===== config.mk =====
export PLATFORM = sky130hd
export DESIGN_NAME = expr_tx_flat
export DESIGN_NICKNAME = d
export VERILOG_FILES = /design/src/rtl/expr_tx_pkg.sv /design/src/rtl/expr_tx_if.sv /design/src/rtl/expr_tx_bcd_to_ascii.sv /design/src/rtl/expr_tx.sv /design/src/flat_wrapper.sv
export SDC_FILE = /design/constraint.sdc
export NUM_CORES = 1
export LEC_CHECK = 0
export BUFFER_PORTS_ARGS = -buffer_cell sky130_fd_sc_hd__buf_2
export CORE_MARGIN = 1.5
export CORE_UTILIZATION = 55
export CTS_CLUSTER_DIAMETER = 80
export DETAILED_ROUTE_END_ITERATION = 8
export MAX_ROUTING_LAYER = met4
export PLACE_DENSITY = 0.77
export RECOVER_POWER = 100
export SYNTH_ARGS = -nofsm -noshare
export SYNTH_HDL_FRONTEND = slang
export SYNTH_HIERARCHICAL = 1
export SYNTH_SLANG_ARGS = --single-unit

===== constraint.sdc =====
create_clock -name clk -period 10.5 [get_ports clk]
set_input_delay 0.525 -clock clk [delete_from_list [all_inputs] [get_ports clk]]
set_output_delay 0.525 -clock clk [all_outputs]
set_load 0.05 [all_outputs]

===== src/rtl/expr_tx_pkg.sv =====
// Shared constants for the expression character protocol: ASCII codes of the
// emitted character classes and the transmitter state encoding.
package expr_tx_pkg;

  localparam logic [7:0] CH_ZERO = 8'h30;
  localparam logic [7:0] CH_PLUS = 8'h2B;
  localparam logic [7:0] CH_MUL  = 8'h2A;

  typedef enum logic [1:0] {
    ST_IDLE  = 2'd0,
    ST_DIGIT = 2'd1,
    ST_OP    = 2'd2
  } state_t;

endpackage


===== src/rtl/expr_tx_if.sv =====
// Character stream link between the transmitter and a consumer: one ASCII
// character moves per cycle in which out_valid and out_ready are both high.
interface expr_tx_if;

  logic [7:0] out_char;
  logic       out_valid;
  logic       out_ready;

  modport master (output out_char, output out_valid, input out_ready);
  modport slave  (input out_char, input out_valid, output out_ready);

endinterface


===== src/rtl/expr_tx_bcd_to_ascii.sv =====
// Converts one BCD nibble to its ASCII digit and flags nibbles above 9.
module expr_tx_bcd_to_ascii
  import expr_tx_pkg::*;
(
  input  logic [3:0] bcd,
  output logic [7:0] ascii,
  output logic       over
);

  assign ascii = CH_ZERO + {4'h0, bcd};
  assign over  = (bcd > 4'd9);

endmodule


===== src/rtl/expr_tx.sv =====
// Expression stream transmitter: latches a list of BCD operands and operators
// and emits them as "digit (op digit)*" ASCII, one character per handshake.
module expr_tx
  import expr_tx_pkg::*;
#(
  parameter int MAX_TERMS = 8,
  parameter int CW        = $clog2(MAX_TERMS + 1)
) (
  input  logic                   clk,
  input  logic                   clr,
  input  logic                   start,
  input  logic [CW-1:0]          n_terms,
  input  logic [4*MAX_TERMS-1:0] digits,
  input  logic [MAX_TERMS-2:0]   ops,
  expr_tx_if.master              tx,
  output logic                   busy,
  output logic                   done,
  output logic                   err
);

  state_t               state_reg, state_next;
  logic [CW-1:0]        k_reg, k_next;
  logic [CW-1:0]        n_reg;
  logic [MAX_TERMS-2:0] ops_reg;
  logic [7:0]           chars_reg [MAX_TERMS];
  logic                 done_reg, done_next;
  logic                 err_reg, err_next;
  logic                 load;

  logic [7:0]           term_ascii [MAX_TERMS];
  logic [MAX_TERMS-1:0] term_bad;
  logic                 load_ok;
  logic                 xfer;
  logic                 last;
  logic [7:0]           cur_char;
  logic                 cur_op;

  // Every term is converted up front; the ASCII form is what gets latched,
  // and only terms below n_terms may veto a load.
  for (genvar gi = 0; gi < MAX_TERMS; gi++) begin : g_term
    logic over;

    expr_tx_bcd_to_ascii u_conv (
      .bcd   (digits[4*gi +: 4]),
      .ascii (term_ascii[gi]),
      .over  (over)
    );

    assign term_bad[gi] = over && (CW'(gi) < n_terms);
  end

  assign load_ok = (n_terms != '0) && (n_terms <= CW'(MAX_TERMS)) && (term_bad == '0);
  assign xfer    = tx.out_valid && tx.out_ready;
  assign last    = (k_reg == n_reg - CW'(1));

  always_comb begin
    cur_char = 8'h00;
    for (int i = 0; i < MAX_TERMS; i++) begin
      if (k_reg == CW'(i)) cur_char = chars_reg[i];
    end
  end

  always_comb begin
    cur_op = 1'b0;
    for (int i = 0; i < MAX_TERMS - 1; i++) begin
      if (k_reg == CW'(i)) cur_op = ops_reg[i];
    end
  end

  always_comb begin
    state_next = state_reg;
    k_next     = k_reg;
    done_next  = 1'b0;
    err_next   = 1'b0;
    load       = 1'b0;
    case (state_reg)
      ST_IDLE: begin
        if (start) begin
          if (load_ok) begin
            load       = 1'b1;
            k_next     = '0;
            state_next = ST_DIGIT;
          end else begin
            err_next = 1'b1;
          end
        end
      end
      ST_DIGIT: begin
        if (xfer) begin
          if (last) begin
            state_next = ST_IDLE;
            done_next  = 1'b1;
          end else begin
            state_next = ST_OP;
          end
        end
      end
      ST_OP: begin
        if (xfer) begin
          k_next     = k_reg + CW'(1);
          state_next = ST_DIGIT;
        end
      end
      default: state_next = ST_IDLE;
    endcase
  end

  always_ff @(posedge clk) begin
    if (clr) begin
      state_reg <= ST_IDLE;
      k_reg     <= '0;
      done_reg  <= 1'b0;
      err_reg   <= 1'b0;
    end else begin
      state_reg <= state_next;
      k_reg     <= k_next;
      done_reg  <= done_next;
      err_reg   <= err_next;
    end
  end

  // Payload registers carry no reset: they are only read after a fresh load.
  always_ff @(posedge clk) begin
    if (load && !clr) begin
      n_reg   <= n_terms;
      ops_reg <= ops;
      for (int i = 0; i < MAX_TERMS; i++) begin
        chars_reg[i] <= term_ascii[i];
      end
    end
  end

  assign tx.out_valid = (state_reg != ST_IDLE);
  assign tx.out_char  = (state_reg == ST_DIGIT) ? cur_char :
                        (state_reg == ST_OP)    ? (cur_op ? CH_MUL : CH_PLUS) :
                                                  8'h00;
  assign busy = (state_reg != ST_IDLE);
  assign done = done_reg;
  assign err  = err_reg;

endmodule


===== src/flat_wrapper.sv =====
// flat-port wrapper written by rule: the top's interface ports become plain ports
module expr_tx_flat import expr_tx_pkg::*;
#(
  parameter int MAX_TERMS = 8,
  parameter int CW        = $clog2(MAX_TERMS + 1)
)
  (clk, clr, start, n_terms, digits, ops, busy, done, err, tx_out_char, tx_out_valid, tx_out_ready);
  expr_tx_if tx_i ();
  input  logic clk;
  input  logic clr;
  input  logic start;
  input  logic [CW-1:0] n_terms;
  input  logic [4*MAX_TERMS-1:0] digits;
  input  logic [MAX_TERMS-2:0] ops;
  output logic busy;
  output logic done;
  output logic err;
  output wire logic [$bits(tx_i.out_char)-1:0] tx_out_char;
  output wire logic [$bits(tx_i.out_valid)-1:0] tx_out_valid;
  input wire logic [$bits(tx_i.out_ready)-1:0] tx_out_ready;
  assign tx_out_char = tx_i.out_char;
  assign tx_out_valid = tx_i.out_valid;
  assign tx_i.out_ready = tx_out_ready;
  expr_tx #(.MAX_TERMS(MAX_TERMS), .CW(CW)) u_core (.clk(clk), .clr(clr), .start(start), .n_terms(n_terms), .digits(digits), .ops(ops), .tx(tx_i), .busy(busy), .done(done), .err(err));
endmodule

==> metrics <==
Mapped Area 4161 sq um; DR pass1 iterations 4; TritonCTS Buffers 9; ys async rst share 0%; chip height 89.99 microns; final hold vios 0; Setup Buffers After CTS 0; DP Worst Slack 6986 ps; Seq cells post-synth 83; Yosys cell types 45; maximum vdd drop 89.31 uV; r2r setup slk 6930 ps; CTS H-tree depth 3; vias in the first global route 2,387; Residual DRC 0; MaxCap Viol Count 1; sw frac 22.80%; WL/cell 16.15 microns; GPL Wtd Cong 0.8744; Initial Utilization 57.07%; clock tree buffer depth 2; Global Route Usage Sum 20.53%; vias post-DR 2,498; Clock Latency Late Sink 360 ps; met2 usage 30.73%; number of diodes 0; worst endpoint required time 10,410 ps; Cells after Synth 360; Pleak 1.459 nW; row cnt 31; I/O Pins 59; Final setup violation count 0; fin crit period 4247 ps; Core Area 7292 sq um; Worst Clk Skew 8.298 ps; worst min path class in2reg; setup ws final 6253 ps; Filler cells 663; fraction of power consumed by combinational cells 6.5%; Root Buffer clkbuf_8; Tcrit/Tclk final 40.45%; Max stage delay on crit path 2090 ps; Crit path top cell by count clkbuf_1; clock share of power 32.0%; Post-synth EDFFs 75; synth warn 6; RSZ-0062 raised after global routing no; # resized after CTS 0; CTS clk-pin slew, worst paths 80 ps; crit-path cells clkbuf_1, o21a_1, or4b_1, o221ai_1, a21oi_1, nor4_1, clkbuf_1; Worst setup EP type flop; Worst Path Max Fanout 56; Top FF cell, synth edfxtp_1; sequential share of power 61.5%; Max-slew headroom -94.08%; M3 GR Usage 6.261%; layout cell share with drive strength beyond 1 11.23%; Synth-to-Final Area Change 1.143%; total gr overflow 0; Sum Neg Setup Slack 0 ps; M1 GR Usage 27.44%; die outline width 89.99 microns; die area 8097 sq um; slew at the pin with the worst max-slew slack 2911 ps; Post-Route WL 7.641 mm; switching power total 0.1357 mW; violated checks capacitance limit, slew limit; Buffers & Inverters on Critical Path 2; hold-fix buffers at CTS 0; P_int 0.4594 mW; port bufs 58; initial antenna violation count 0; # nets final 421; DRT iter0 DRCs 248; CTS sink cnt 83; pin count of the biggest net entering global routing 57; max reg flops 64; worst-path cell with the longest stage delay clkbuf_1; CTS tree done; Post-DP HPWL 5.156 mm; syn avg cell area 11.56 sq um; CP Class in2reg; fmax 235.5 MHz; first-pass GRT wire length 12.19 mm; critical path launch point type primary input; max-slew violation count 57; status complete, but fails checks; arrival time worst endpoint 4160 ps; busiest grt layer met2; cell family with most CP delay buffers and inverters; sequential fraction of the synthesis area 57.97%; PwrDens 141.4 nW/um^2; ANT nets after route 0; Hold Slack 341.9 ps; Vias/cell 5.281
[cell usage after synthesis, types with 7 or more instances]
| master | instances | area [sq um] |
|---|---|---|
| o21ai_0 | 14 | 70.07 |
| a21oi_1 | 24 | 120.1 |
| edfxtp_1 | 75 | 2252 |
| inv_1 | 15 | 56.30 |
| nor2_1 | 18 | 67.56 |
| a221oi_1 | 7 | 61.31 |
| clkbuf_1 | 9 | 33.78 |
| nand2_1 | 9 | 33.78 |
| conb_1 | 16 | 60.06 |
| nor3_1 | 9 | 45.04 |
| dfxtp_1 | 8 | 160.2 |
| buf_4 | 65 | 488.0 |
| nand2b_1 | 7 | 43.79 |
| o21a_1 | 9 | 67.56 |
[cell type report]
| type | count | area (sq um) | area share [%] |
|---|---|---|---|
| Sequential cell | 83 | 2412 | 57.31 |
| Multi-Input combinational cell | 199 | 1192 | 28.33 |
| Timing Repair Buffer | 61 | 265.3 | 6.302 |
| Clock buffer | 9 | 123.9 | 2.943 |
| Tap cell | 99 | 123.9 | 2.943 |
| Inverter | 15 | 56.30 | 1.338 |
| Clock inverter | 7 | 35.03 | 0.8323 |
[per-layer routing]
layer / vias to the layer above / part of all wire [%]
met1: 1166 / 44
met2: 99 / 47
met5: - / 0
met4: 0 / 0.85
li1: 1226 / -
met3: 7 / 7.7
[metrics by stage]
step	std cells	total power, mW	utilization [%]	area [sq um]
finish	473	0.5951	57.72	4209
global route	473	0.6183	57.72	4209
CTS	473	0.6025	58.72	4282
detailed placement	457	0.4141	56.54	4123
global placement	457	0.4131	56.54	4123
floorplan	376	0.4141	-	4222
[power groups by stage]
stage | Clock, mW | Combinational [mW] | Sequential (mW)
2_1_floorplan | 0 | 0.0393 | 0.375
3_3_place_gp | 0 | 0.0398 | 0.373
3_5_place_dp | 0 | 0.0408 | 0.373
4_1_cts | 0.196 | 0.0410 | 0.366
5_1_grt | 0.209 | 0.0425 | 0.366
6_report | 0.191 | 0.0384 | 0.366
[path summary, 6_finish.rpt]
path,end,cells past startpoint,start
max reg2reg,u_core/chars_reg[1][5]$_DFFE_PP_,4,u_core/state_reg[0]$_SDFFE_PP0P_
min reg2reg,u_core/state_reg[1]$_SDFFE_PP0P_,2,u_core/state_reg[0]$_SDFFE_PP0P_
min,u_core/ops_reg[0]$_DFFE_PP_,1,ops[0]
max,u_core/chars_reg[1][5]$_DFFE_PP_,7,digits[18]
[worst register-to-register path: stages, from the launching register on]
cell and delay [ps]:
dfxtp_1 360, nor2_1 240, nand2_1 130, nor4_1 260, clkbuf_1 2090
[cells in the final DEF, fill, tap and decap left out, types with 2 or more instances in the layout]
cell and count:
ha_1 5, a211oi_1 4, a221o_1 5, dfxtp_1 8, o21ai_0 15, nor4_1 4
a21oi_1 24, o22ai_1 3, or3_1 2, xor2_1 5, a22oi_1 5, clkinv_1 2
nor2_1 18, o221ai_1 2, buf_2 26, a31oi_1 2, a2111oi_0 5, nand3_1 2
clkbuf_1 34, nor2b_1 6, conb_1 32, a221oi_1 7, xnor2_1 3, clkbuf_8 9
o21a_1 9, inv_1 15, clkinv_2 4, nand2b_1 7, nand2_1 9, nor3_1 9
edfxtp_1 75, nand3b_1 4
[kinds of logic (layout without fill, tap and decap cells)]
logic type / count (synthesis) / count (layout) / share of synthesized area (%)
buffers and inverters: 94 / 92 / 14.37
AO/OA/AOI/OAI: 86 / 86 / 14.28
flip-flops: 83 / 83 / 57.97
AND/OR/NAND/NOR: 67 / 67 / 8.479
other: 16 / 32 / 1.443
XOR/XNOR: 8 / 8 / 1.684
adder cells (fa/ha/maj): 5 / 5 / 1.503
multiplexers: 1 / 1 / 0.2706
No activity file was read; power rests on OpenSTA's default activity.
